$ cat src/rtl/noc_irq_injector.sv
// noc_irq_injector
// Round-robin arbitrates NUM_CH interrupt request channels, maps the linear
// tile id onto a GRID_X x GRID_Y mesh and writes a 2-flit packet (header +
// payload) into a DEPTH-flit first-word-fall-through FIFO that drains onto a
// single val/rdy NoC port.
// Optional feature: define IRQ_INJ_STATS_EN to add the stat_pkts, stat_bad
// and stat_max_occ statistics outputs.
module noc_irq_injector #(
    parameter int         NUM_CH   = 4,
    parameter int         NOC_DW   = 64,
    parameter int         DEPTH    = 16,
    parameter int         GRID_X   = 2,
    parameter int         GRID_Y   = 2,
    parameter int         TID_W    = 32,
    parameter logic [7:0] MSG_TYPE = 8'd32,
    parameter logic [3:0] FBITS    = 4'd0
) (
    input  logic                     clk,
    input  logic                     rst_n,
    input  logic [NUM_CH-1:0]        in_val,
    output logic [NUM_CH-1:0]        in_rdy,
    input  logic [NUM_CH*TID_W-1:0]  in_tile_id,
    input  logic [NUM_CH*NOC_DW-1:0] in_payload,
    output logic                     noc_out_val,
    input  logic                     noc_out_rdy,
    output logic [NOC_DW-1:0]        noc_out_data,
    output logic                     err_bad_tile,
    output logic [$clog2(DEPTH):0]   fifo_count
`ifdef IRQ_INJ_STATS_EN
    ,
    output logic [31:0]              stat_pkts,
    output logic [15:0]              stat_bad,
    output logic [$clog2(DEPTH):0]   stat_max_occ
`endif
);

    localparam int PW     = $clog2(DEPTH);
    localparam int CW     = PW + 1;
    localparam int CHW    = (NUM_CH > 1) ? $clog2(NUM_CH) : 1;
    localparam int NTILES = GRID_X * GRID_Y;

    logic [NOC_DW-1:0] mem [DEPTH];
    logic [PW-1:0]     rd_ptr;
    logic [PW-1:0]     wr_ptr;
    logic [CW-1:0]     count_q;
    logic [CW-1:0]     count_nxt;
    logic [CHW-1:0]    rr_ptr;
    logic [CHW-1:0]    grant;
    logic [CHW-1:0]    arb_sel;
    logic              any_val;
    logic              pop;
    logic              space_ok;
    logic              accept;
    logic              push;
    logic              tid_bad;
    logic              bad_vld_p1;
    logic [TID_W-1:0]  g_tid;
    logic [NOC_DW-1:0] g_payload;
    logic [7:0]        dest_x;
    logic [7:0]        dest_y;
    logic [NOC_DW-1:0] header;

    // Round-robin search for the first valid channel starting at rr_ptr
    always_comb begin
        any_val = 1'b0;
        grant   = '0;
        arb_sel = '0;
        for (int k = 0; k < NUM_CH; k++) begin
            arb_sel = CHW'((int'(rr_ptr) + k) % NUM_CH);
            if (!any_val && in_val[arb_sel]) begin
                any_val = 1'b1;
                grant   = arb_sel;
            end
        end
    end

    // Space check counts this cycle's pop so a full-minus-one FIFO can still take a packet
    always_comb begin
        pop      = (count_q != '0) && noc_out_rdy;
        space_ok = (DEPTH - int'(count_q) + int'(pop)) >= 2;
        accept   = rst_n && any_val && space_ok;
        in_rdy   = '0;
        if (accept) begin
            in_rdy[grant] = 1'b1;
        end
    end

    // Select the granted channel, map its tile id and build the header flit
    always_comb begin
        g_tid     = in_tile_id[int'(grant)*TID_W +: TID_W];
        g_payload = in_payload[int'(grant)*NOC_DW +: NOC_DW];
        tid_bad   = ({1'b0, g_tid} >= (TID_W+1)'(NTILES));
        dest_x    = 8'(g_tid % TID_W'(GRID_X));
        dest_y    = 8'(g_tid / TID_W'(GRID_X));
        push      = accept && !tid_bad;
        header        = '0;
        header[49:42] = dest_x;
        header[41:34] = dest_y;
        header[33:30] = FBITS;
        header[29:22] = 8'd1;
        header[21:14] = MSG_TYPE;
    end

    // Occupancy after this cycle: +2 per packet written, -1 per flit read
    always_comb begin
        count_nxt = count_q + (push ? CW'(2) : CW'(0)) - (pop ? CW'(1) : CW'(0));
    end

    // Control state: pointers, occupancy, arbiter pointer and bad-tile pulse
    always_ff @(posedge clk) begin
        if (!rst_n) begin
            rd_ptr     <= '0;
            wr_ptr     <= '0;
            count_q    <= '0;
            rr_ptr     <= '0;
            bad_vld_p1 <= 1'b0;
        end else begin
            count_q    <= count_nxt;
            bad_vld_p1 <= accept && tid_bad;
            if (pop) begin
                rd_ptr <= rd_ptr + PW'(1);
            end
            if (push) begin
                wr_ptr <= wr_ptr + PW'(2);
            end
            if (accept) begin
                rr_ptr <= CHW'((int'(grant) + 1) % NUM_CH);
            end
        end
    end

    // Flit storage: header and payload land in consecutive slots in one cycle
    always_ff @(posedge clk) begin
        if (push) begin
            mem[wr_ptr]          <= header;
            mem[wr_ptr + PW'(1)] <= g_payload;
        end
    end

    assign noc_out_val  = (count_q != '0);
    assign noc_out_data = noc_out_val ? mem[rd_ptr] : '0;
    assign err_bad_tile = bad_vld_p1;
    assign fifo_count   = count_q;

`ifdef IRQ_INJ_STATS_EN
    function automatic logic [31:0] sat_inc32(input logic [31:0] v);
        return (&v) ? v : v + 32'd1;
    endfunction

    function automatic logic [15:0] sat_inc16(input logic [15:0] v);
        return (&v) ? v : v + 16'd1;
    endfunction

    // Saturating packet counters and occupancy high-water mark
    always_ff @(posedge clk) begin
        if (!rst_n) begin
            stat_pkts    <= '0;
            stat_bad     <= '0;
            stat_max_occ <= '0;
        end else begin
            if (push) begin
                stat_pkts <= sat_inc32(stat_pkts);
            end
            if (accept && tid_bad) begin
                stat_bad <= sat_inc16(stat_bad);
            end
            if (count_nxt > stat_max_occ) begin
                stat_max_occ <= count_nxt;
            end
        end
    end
`endif

endmodule

$ cat config.mk
export PLATFORM = sky130hd
export DESIGN_NAME = noc_irq_injector
export DESIGN_NICKNAME = d
export VERILOG_FILES = /design/src/rtl/noc_irq_injector.sv
export SDC_FILE = /design/constraint.sdc
export NUM_CORES = 1
export LEC_CHECK = 0
export CELL_PAD_IN_SITES_DETAIL_PLACEMENT = 1
export CELL_PAD_IN_SITES_GLOBAL_PLACEMENT = 2
export CORE_ASPECT_RATIO = 1.2
export CORE_MARGIN = 2
export CORE_UTILIZATION = 39
export CTS_BUF_LIST = sky130_fd_sc_hd__clkbuf_8
export CTS_CLUSTER_SIZE = 24
export DETAILED_ROUTE_END_ITERATION = 6
export PLACE_DENSITY = 0.89
export RECOVER_POWER = 25
export SYNTH_ARGS = -nofsm -noshare
export SYNTH_HDL_FRONTEND = slang
export SYNTH_SLANG_ARGS = --single-unit
$ cat constraint.sdc
create_clock -name clk -period 12.31 [get_ports clk]
set_input_delay 2.462 -clock clk [delete_from_list [all_inputs] [get_ports clk]]
set_output_delay 2.462 -clock clk [all_outputs]
set_load 0.005 [all_outputs]
Yosys cells after proc, flatten, opt, wreduce, memory -nomap -nowiden
Memories as Yosys holds them, arrays and structs flattened. A register that Yosys moved wholly into a read port is not among the register bits.
Cells that the tools add are included.
{"block": "word_totals", "input_bits": 391, "out_inout_bits": 75, "latch_bits": 0, "mem_count": 1, "ram_bits": 1024, "regBits": 16, "mem_bits_ro": 0}
{"memory": "mem", "words": 16, "width": 64, "rd": 1, "rd_ports_with_merged_regs": 1, "wr": 2, "line_no": "42", "text": "logic [NOC_DW-1:0] mem [DEPTH];"}
{"block": "classes", "n_bitwise": 0, "eq_ne": 0, "n_mux": 26, "add_sub_neg": 11, "n_reduce_logical": 14, "multipliers": 0, "shift": 2, "order_cmp": 8, "div_mod_pow": 0}
{"operator": "$shiftx A256 B9 Y64", "count": 1}
{"operator": "$shiftx A128 B8 Y32", "count": 1}
{"operator": "$mux W64", "count": 1}
{"operator": "$ge A32 B3 Y1 const B", "count": 1}
{"operator": "$lt A2 B3 Y1 const B", "count": 5}
{"operator": "$mux W1", "count": 12}
{"operator": "$mux W4", "count": 3}
{"operator": "$mux W2", "count": 5}
{"operator": "$logic_and A1 B1 Y1", "count": 9}
{"operator": "$add A4 B1 Y4 const B", "count": 2}
{"operator": "$bmux W1 S2", "count": 4}
{"operator": "$add A6 B2 Y7", "count": 1}
{"operator": "$ge A7 B3 Y1 const B", "count": 1}
{"operator": "$sub A5 B5 Y6 const A", "count": 1}
{"operator": "$add A5 B2 Y5", "count": 1}
{"operator": "$reduce_bool A5 Y1", "count": 1}
{"operator": "$sub A5 B1 Y5", "count": 1}
{"operator": "$add A2 B1 Y2 const B", "count": 2}
{"operator": "$add A2 B2 Y2 const B", "count": 2}
{"operator": "$add A4 B2 Y4 const B", "count": 1}
{"operator": "$logic_not A1 Y1", "count": 4}
{"operator": "$demux W1 S2", "count": 1}
{"operator": "$ge A2 B1 Y1 const B", "count": 1}

Depth between registers and ports, before layout
{"block": "logic_depth", "ltp_word": 19, "ltp_mapped": 21}

Least setup slack after synthesis
Ideal clock, no wire load.
{"block": "synth_path", "path_kind": "input -> register", "from": "input port noc_out_rdy", "to": "memory mem[0][34], enable pin", "required_time_ns": 11.716, "setup_time_ns": 0.594, "arrival_time_ns": 9.239, "n_path_buf": 1, "path_slack_ns": 2.477, "cell_stages": 11, "cell_sequence": "nor2b_1 -> clkbuf_1 -> ha_1 -> ha_1 -> a21bo_2 -> mux2i_1 -> a31oi_4 -> o211a_4 -> nor3b_4 -> nand4b_2 -> nor3_1"}
{"element": "from (decl)", "line_no": "25", "text": "input logic noc_out_rdy,"}
{"element": "to (decl)", "line_no": "42"}

Worst setup path in the final report
{"block": "layout_path", "from": "input port in_val[2]", "to": "output port in_rdy[2]"}
{"block": "layout_between", "elab_chain_len": 17, "word_cells_on_any_way": 30}
{"element": "from (decl)", "line_no": "20", "text": "input logic [NUM_CH-1:0] in_val,"}
{"element": "$bmux W1 S2", "line_no": "70", "text": "if (!any_val && in_val[arb_sel]) begin"}
{"element": "$mux W1 (implied by the code)", "line_no": "70"}
{"element": "$mux W1", "line_no": "70"}
{"element": "$logic_not A1 Y1", "line_no": "70"}
{"element": "$logic_and A1 B1 Y1", "line_no": "70"}
{"element": "$mux W1", "line_no": "70"}
{"element": "$logic_not A1 Y1", "line_no": "70"}
{"element": "$logic_and A1 B1 Y1", "line_no": "70"}
{"element": "$mux W1", "line_no": "70"}
{"element": "$logic_not A1 Y1", "line_no": "70"}
{"element": "$logic_and A1 B1 Y1", "line_no": "70"}
{"element": "$mux W2", "line_no": "70"}
{"element": "$lt A2 B3 Y1 (implied by the code) or $ge A2 B1 Y1 (tied branches)", "line_no": "84", "text": "in_rdy[grant] = 1'b1;"}
{"element": "$logic_and A1 B1 Y1 (implied by the code)", "line_no": "84"}
{"element": "$mux W1 (implied by the code)", "line_no": "84"}
{"element": "$demux W1 S2", "line_no": "84"}
{"element": "$mux W4 (*)", "line_no": "83", "text": "if (accept) begin"}
{"element": "to (decl)", "line_no": "21", "text": "output logic [NUM_CH-1:0] in_rdy,"}
Every way passes the cells marked *; elsewhere a longest branch is shown, timed or not. The select of a mux whose other input is x is not followed.

==> metrics.yaml <==
wirelength_mm: 78.6
vias: 16300
min_path_cells: 1
place.detailed.hpwl_mm: 52.3
tightest_slew_ns: 3.13
timing.rr.start: "fifo_count[2]"
worstPathMaxFanout: 67
ctsResizeCount: 0
rsz0062_at_grt: "no"
slew_headroom_pct: -109
fin_util_pct: 50.5
vias_per_cell: 5.40
status: "complete, but fails checks"
cts_hold_buf: 0
yosysSeqAreaShare_pct: 69.0
worstPathRequired_ns: 9.85
drv_cap: 3
hold_path_class: "reg2reg"
setup_tns_ns: 0
dr.first_iter.drc_count: 959
ys_types: 56
core-area_um2: 65900
ant_nets: 0
min_from: "wr_ptr[1]"
synth_edf_count: 584
setup_viol: 0
final-max-slew-violation-count: 134
rows: 103
cp-end-kind: "primary output"
drc_errors: 0
die_h_um: 287
synth_ff_type: "edfxtp_1"
dp_cells: 2859
crit_arrival_ns: 5.93
area_growth_pct: 28.0
grt_pass1_vias: 18500
portBuffers: 465
gp_congestion: 0.891
htreeDepth: 3
ir_worst_vdd_mv: 0.105
die-area_um2: 68700
fmax_mhz: 119
grt_pass1_wl_mm: 116
syn_nets: 1986
clockRootBuffer: "clkbuf_8"
die-width_um: 240
r2r_end: "mem[1][42]"
syn_area_per_cell_um2: 16.5
overflow: 0
async_flop_share_pct: 0
antenna_found_initial: 5
crit_type: "in2out"
finalHoldViolCount: 0
cts_tree: "built"
yosys_warnings: 0
hold-path-endpoint: "wr_ptr[1]"
post-cts-setup-buffer-count: 0
clockBufferDepth: 3
p_leak_nw: 10.8
post-route-period-util_pct: 68.2
power_density_nw_per_um2: 180
cts_num_sinks: 603
finClkSkew_ns: 0.0411
track_usage_pct: 23.0
netlist_area_um2: 26000
drive_above_1_share_pct: 15.0
clock_latency_ns: 0.68
io_pins: 466
clk_pin_slew_worst_paths_ns: 0.07
fin_cells: 3022
fillers: 6462
first_pass_iters: 5
wire_per_inst_um: 26.0
fin_crit_ns: 8.39
initial_core_util_pct: 39.4
nets: 2467
r2r_slack_ns: 5.71
synth_seq_cells: 603
start_kind: "primary input"
violations: "max-capacitance violations, max-slew violations"
reg2regPathDepth: 15
grt_max_degree: 105
cts_made_buffers: 89
synth_cells: 1577
## synthesized netlist by cell type (2+ instances only)
master | instances | area (um2)
dfxtp_1 | 19 | 380
o21ai_0 | 9 | 45.0
buf_4 | 2 | 15.0
edfxtp_1 | 584 | 17500
and2_2 | 4 | 30.0
a31oi_4 | 2 | 42.5
a22oi_4 | 2 | 42.5
and2_4 | 2 | 17.5
a211oi_1 | 6 | 45.0
nand3_1 | 20 | 100
a21oi_1 | 8 | 40.0
xor2_1 | 2 | 17.5
xnor2_1 | 4 | 35.0
nand3_2 | 3 | 30.0
nor3_1 | 2 | 10.0
nor2_1 | 69 | 259
buf_1 | 11 | 41.3
clkbuf_1 | 45 | 169
nor4_1 | 24 | 150
nand4_1 | 6 | 37.5
and2_1 | 21 | 131
buf_2 | 35 | 175
a31oi_1 | 66 | 413
ha_1 | 17 | 213
inv_1 | 13 | 48.8
inv_2 | 2 | 7.51
nand2_1 | 274 | 1030
and3_1 | 70 | 438
mux2i_1 | 64 | 641
nand2b_1 | 6 | 37.5
nor2b_1 | 5 | 31.3
buf_6 | 2 | 22.5
mux4_2 | 155 | 3490
## metal layers
layer	part of all wire, %	track usage [%]
met5	0.034	0
met1	37	26.2
met2	54	42.7
met4	3.5	9.22
met3	6.3	3.98
## cell families (layout without fill, tap and decap cells)
family / after synthesis / in the layout / synth area share (%)
adders and majority gates: 18 / 18 / 0.896
other: 0 / 5 / 0
buffers and inverters: 110 / 658 / 1.84
muxes: 219 / 219 / 15.9
AOI/OAI and AO/OA: 106 / 106 / 2.91
DFF: 603 / 603 / 69.0
and+or+nand+nor: 515 / 515 / 9.27
xor gates and xnor gates: 6 / 6 / 0.202
## report_power, final
group | switching, W | internal (W) | total (W)
sequential | 0.0000480 | 0.00257 | 0.00261
combinational | 0.00103 | 0.000719 | 0.00175
clock | 0.000772 | 0.000857 | 0.00163
total | 0.00185 | 0.00414 | 0.00599
## registers in the layout (all words and copies together) (netlist names), named ones only
name / cells
err_bad_tile: 1
fifo_count: 5
mem: 584
rd_ptr: 4
rr_ptr: 2
wr_ptr: 3
## final cells by class
cell class              instances  area (um2)  share of cell area (%)
inverters                      15        58.8                   0.177
well taps                     892        1120                    3.36
repair buffers                485        4800                    14.4
flip-flops and latches        603       17900                    53.9
multi-input cells             864        7550                    22.7
diodes                          5        12.5                  0.0376
clock inverters                65         502                    1.51
clock buffers                  93        1280                    3.85
## per-stage QoR
step	setup WS, ns	area (um2)	power, W	hold slack [ns]
3_3_place_gp	4.01	31600	0.00438	0.498
6_report	3.92	33300	0.00599	0.523
5_1_grt	3.67	33200	0.00628	0.563
2_1_floorplan	2.48	26000	0.00365	0.471
4_1_cts	3.96	33300	0.00609	0.536
3_5_place_dp	3.98	31600	0.00445	0.507
## worst max path at each step
stage	endpoint	from	slack [ns]	cells past startpoint
floorplan	mem[0][34]	noc_out_rdy	2.48	11
global placement	in_rdy[2]	in_val[1]	4.01	8
detailed placement	in_rdy[2]	in_val[1]	3.98	8
CTS	in_rdy[3]	in_val[1]	3.96	8
global route	in_rdy[2]	in_val[2]	3.67	8
finish	in_rdy[2]	in_val[2]	3.92	8
## placed cells by master, fill, tap and decap left out, drive strengths merged, types with 23 or more instances in the layout
master / count
nor2: 70
a31oi: 68
clkdlybuf4s50: 456
clkinv: 31
mux4: 155
nor4: 24
and3: 70
nand2: 274
mux2i: 64
and2: 27
inv: 40
edfxtp: 584
clkbuf: 97
nand3: 23
## worst max-delay path, stage by stage
cell	delay [ns]
dlygate4sd3_1	0.63
nand2b_1	0.11
o211a_1	0.34
nor2_4	0.77
buf_4	0.70
ha_1	0.26
and2_2	0.13
clkdlybuf4s50_1	0.50
No activity file was read; power rests on OpenSTA's default activity.
